[config.mk]
export PLATFORM = sky130hd
export DESIGN_NAME = mul_seq_ctrl
export DESIGN_NICKNAME = d
export VERILOG_FILES = /design/src/rtl/mul_seq_ctrl.sv
export SDC_FILE = /design/constraint.sdc
export NUM_CORES = 1
export LEC_CHECK = 0
export ABC_AREA = 1
export BUFFER_PORTS_ARGS = -buffer_cell sky130_fd_sc_hd__buf_4
export CELL_PAD_IN_SITES_DETAIL_PLACEMENT = 0
export CELL_PAD_IN_SITES_GLOBAL_PLACEMENT = 1
export CORE_UTILIZATION = 27
export CTS_CLUSTER_DIAMETER = 150
export DETAILED_ROUTE_END_ITERATION = 16
export PLACE_DENSITY_LB_ADDON = 0.3
export SYNTH_ARGS = -nofsm -noshare
export SYNTH_HDL_FRONTEND = slang
export SYNTH_SLANG_ARGS = --single-unit
[constraint.sdc]
create_clock -name CLK -period 3.9 [get_ports CLK]
set_input_delay 0.39 -clock CLK [delete_from_list [all_inputs] [get_ports CLK]]
set_output_delay 0.39 -clock CLK [all_outputs]
set_load 0.1 [all_outputs]
[src/rtl/mul_seq_ctrl.sv]
// EX-stage sequencer for the iterative multiplier: latches operands, pulses start,
// holds the pipeline until done or timeout, then presents the product for one cycle.
module mul_seq_ctrl #(
  parameter int OP_W    = 16,
  parameter int TIMEOUT = 40,
  parameter int TMR_W   = 6,
  parameter int PERF_W  = 16
) (
  input  logic                CLK,
  input  logic                Reset,
  input  logic                mul_req,
  input  logic                flush,
  input  logic [OP_W-1:0]     op_a,
  input  logic [OP_W-1:0]     op_b,
  input  logic                mul_done_in,
  input  logic [2*OP_W-1:0]   mul_product_in,
  input  logic                err_clr,
  output logic                mul_start,
  output logic [OP_W-1:0]     mul_a,
  output logic [OP_W-1:0]     mul_b,
  output logic                stall,
  output logic [2*OP_W-1:0]   result,
  output logic                result_valid,
  output logic                timeout_err,
  output logic [PERF_W-1:0]   mul_cnt
);

  typedef enum logic [1:0] {IDLE, RUN, DONE} state_t;

  localparam logic [TMR_W-1:0] TMR_LAST = TMR_W'(TIMEOUT - 1);

  state_t           state;
  logic [TMR_W-1:0] timer;
  logic             go;

  assign go = mul_req & ~flush;

  // Gated by Reset so the freeze drops the instant reset is applied.
  assign stall = Reset & (((state == IDLE) & go) | (state == RUN));

  always_ff @(posedge CLK or negedge Reset) begin
    if (!Reset) begin
      state        <= IDLE;
      timer        <= '0;
      mul_start    <= 1'b0;
      mul_a        <= '0;
      mul_b        <= '0;
      result       <= '0;
      result_valid <= 1'b0;
      timeout_err  <= 1'b0;
      mul_cnt      <= '0;
    end else begin
      mul_start    <= 1'b0;
      result_valid <= 1'b0;
      // A timeout set further down in the same cycle overrides this clear.
      if (err_clr) timeout_err <= 1'b0;
      case (state)
        IDLE: begin
          if (go) begin
            mul_a     <= op_a;
            mul_b     <= op_b;
            timer     <= '0;
            mul_start <= 1'b1;
            state     <= RUN;
          end
        end
        RUN: begin
          timer <= timer + 1'b1;
          if (flush) begin
            state <= IDLE;
          end else if (mul_done_in && (timer != '0)) begin
            result       <= mul_product_in;
            result_valid <= 1'b1;
            if (mul_cnt != '1) mul_cnt <= mul_cnt + 1'b1;
            state        <= DONE;
          end else if (timer == TMR_LAST) begin
            result       <= '0;
            result_valid <= 1'b1;
            timeout_err  <= 1'b1;
            state        <= DONE;
          end
        end
        DONE:    state <= IDLE;
        default: state <= IDLE;
      endcase
    end
  end

endmodule

==> impl_metrics.toml <==
[clock_network]
cts_tree = "done"
clkTransAtPathRegs_ns = 0.07
clock_latency_ns = 0.35
postCtsSetupBuffers = 0
numCtsBuffers = 9
cts_sinks = 91
root_buffer = "clkbuf_16"
htree_levels = 3
clk_path_buf_depth = 2

[placement]
port_buffers = 153
gp_congestion = 0.809
hpwlAfterDp_um = 7580
placed_cell_area_um2 = 5320

[setup_path]
crit_path_end = "timer[5]"
path_max_fanout = 34
crit_type = "flop to flop"
endpoint_kind = "flop"
rr_startpoint = "state[0]"
rr_worst_depth = 7
r2r_end = "timer[5]"
crit_path_start = "state[0]"
ff2ff_setup_slack_ns = 1.44
cp-start-kind = "flop"
crit_arrival_ns = 2.75
worst_ep_required_time_ns = 4.19

[floorplan]
core_area_um2 = 14500
dieWidth_um = 124
rows = 44
fp.dieH_um = 124
die-area_um2 = 15400
initial_core_util = 0.277
boundaryPins = 154

[logic_synthesis]
synthTopCellsByArea = "dfrtp_1 (57%), nand2_1 (23%), nand3_1 (5.8%), inv_1 (1.9%), nor2_1 (1.9%)"
ys_seq_area_frac = 0.566
yosysWarningCount = 0
ys.flop_type = "dfrtp_1"
synth_area_leader_cell = "dfrtp_1"
ys_ff_latch = 91
syn_area_um2 = 4030
yosysTopAreaCellShare = 0.566
synth.most_common_cell = "nand2_1"
netlist_instances = 490
synth_async_sr_flop_share = 1.00
synthTopCellsByCount = "nand2_1 (249), dfrtp_1 (91), nand3_1 (47), inv_1 (20), nor2_1 (20)"
synth.avg_cell_area_um2 = 8.21
synth_enable_flop_cells = 0
ys_types = 27
syn_nets = 563

[drt]
dr.first_iter.drc_count = 132
drc = 0
viasPerCell = 4.31
wl_per_cell_um = 13.2
dr.pass1.iters = 4
final_antenna_net_count = 0
finalWirelength_um = 10900
vias = 3570

[global_route]
grt_pass1_vias = 3364
grt_max_degree = 65
antenna_found_initial = 0
grt_pass1_wl_um = 16900
grt.overflow.total = 0
grt_use_total = 0.144

[sta]
fin_crit_sh = 0.630
maxSlewHeadroom = 0.168
rsz0062_at_grt = "no"
worst_slew_pin_slew_ns = 1.25
hold_viol_final = 0
final-max-slew-violation-count = 0
skew_ns = 0.00759
clock.fmax_mhz = 407
period_needed_ns = 2.46
finalSetupTns_ns = 0
setup_viol = 0

[finish]
final_nets = 712
design_area_um2 = 5610
drive_gt1_frac = 0.287
area_growth_pct = 39.4
antennaDiodeCount = 0
final_util = 0.386

[job]
maxCapViolCount = 0

[power_and_ir_drop]
combPwrFrac = 0.562
p_leak_uw = 0.00301
peakVddDrop_v = 0.000636
p_switching_uw = 2910
pwr-share-seq = 0.275
swShare = 0.568
p_int_uw = 2210
p_per_area_nw_per_um2 = 912
clockPowerShare = 0.163

[worst_hold_path]
hp-start = "op_b[5]"
min_path_type = "input pin to flop"

[outcome]
outcome = "finished, final reports clean"
-- state kept, by name, indices dropped and copies added, names as in the netlist --
register      count
mul_b            16
result           32
mul_start         1
mul_a            16
timer             6
timeout_err       1
result_valid      1
state             2
mul_cnt          16
-- placed cells by master, fill, tap and decap left out, types with 3 or more instances in the layout --
cell | netlist | routed
nand2_1 | 249 | 249
clkbuf_16 | 0 | 9
inv_1 | 20 | 20
nor2_2 | 3 | 3
nand4_1 | 5 | 5
nand3_1 | 47 | 47
o21ai_0 | 8 | 8
xnor2_1 | 5 | 5
nor2_1 | 20 | 20
buf_4 | 1 | 155
dfrtp_1 | 91 | 91
ha_1 | 3 | 3
inv_2 | 3 | 3
a21oi_1 | 3 | 3
-- power groups by stage --
stage / sequential [uW] / combinational [uW] / clock, uW
global route: 1450 / 2990 / 905
CTS: 1410 / 2900 / 866
finish: 1410 / 2880 / 834
global placement: 1420 / 2880 / 0
floorplan: 3290 / 367 / 0
detailed placement: 1420 / 2900 / 0
-- critical path, cell delays in order, from the launching register on --
cell and delay (ns):
dfrtp_1 0.36, inv_1 0.04, nand3_1 0.19, buf_4 0.38
clkinv_1 0.82, o21ai_0 0.41, o21ai_0 0.13, inv_1 0.06
-- routing by layer --
| layer | GRT usage | vias to the layer above | routed length (um) |
|---|---|---|---|
| met1 | 0.196 | 1629 | 5180 |
| met4 | 0.0677 | 0 | 187 |
| met3 | 0.0279 | 11 | 639 |
| met2 | 0.221 | 104 | 4900 |
| met5 | 0 | - | 0 |
| li1 | - | 1826 | - |
-- metrics by stage --
step	power (uW)	worst slack (ns)	std cells	hold WS, ns
2_1_floorplan	3660	0.591	490	0.0944
3_3_place_gp	4300	1.22	811	0.341
3_5_place_dp	4320	1.19	811	0.345
4_1_cts	5170	1.37	828	0.217
5_1_grt	5350	1.11	828	0.226
6_report	5120	1.44	828	0.231
-- cell families after synthesis --
group / count (synthesis) / synth area share
adder cells (fa/ha/maj): 3 / 0.00933
XOR/XNOR: 7 / 0.0152
buffers and inverters: 43 / 0.0472
AND/OR/NAND/NOR: 333 / 0.345
flip-flops: 91 / 0.566
AO/OA/AOI/OAI: 13 / 0.0174
-- worst min path at each step --
stage / end / cells past startpoint
2_1_floorplan: mul_a[0] / 0
3_3_place_gp: mul_a[7] / 1
3_5_place_dp: mul_a[8] / 1
4_1_cts: mul_a[8] / 3
5_1_grt: mul_a[14] / 3
6_report: mul_b[5] / 3
-- repair_timing --
item                                   4_1_cts  5_1_grt
hold buffers                                 1        0
gates resized for setup                      0        0
endpoints found under the hold margin       27        0
-- layout make-up --
type                    count  area [um2]
multi-input cells         356        1560
flip-flops and latches     91        2280
clock buffers              11         243
well taps                 184         230
inverters                  25        93.8
repair buffers            156        1170
fillers                  1534        8920
clock inverters             5        37.5
No activity file was read; power rests on OpenSTA's default activity.
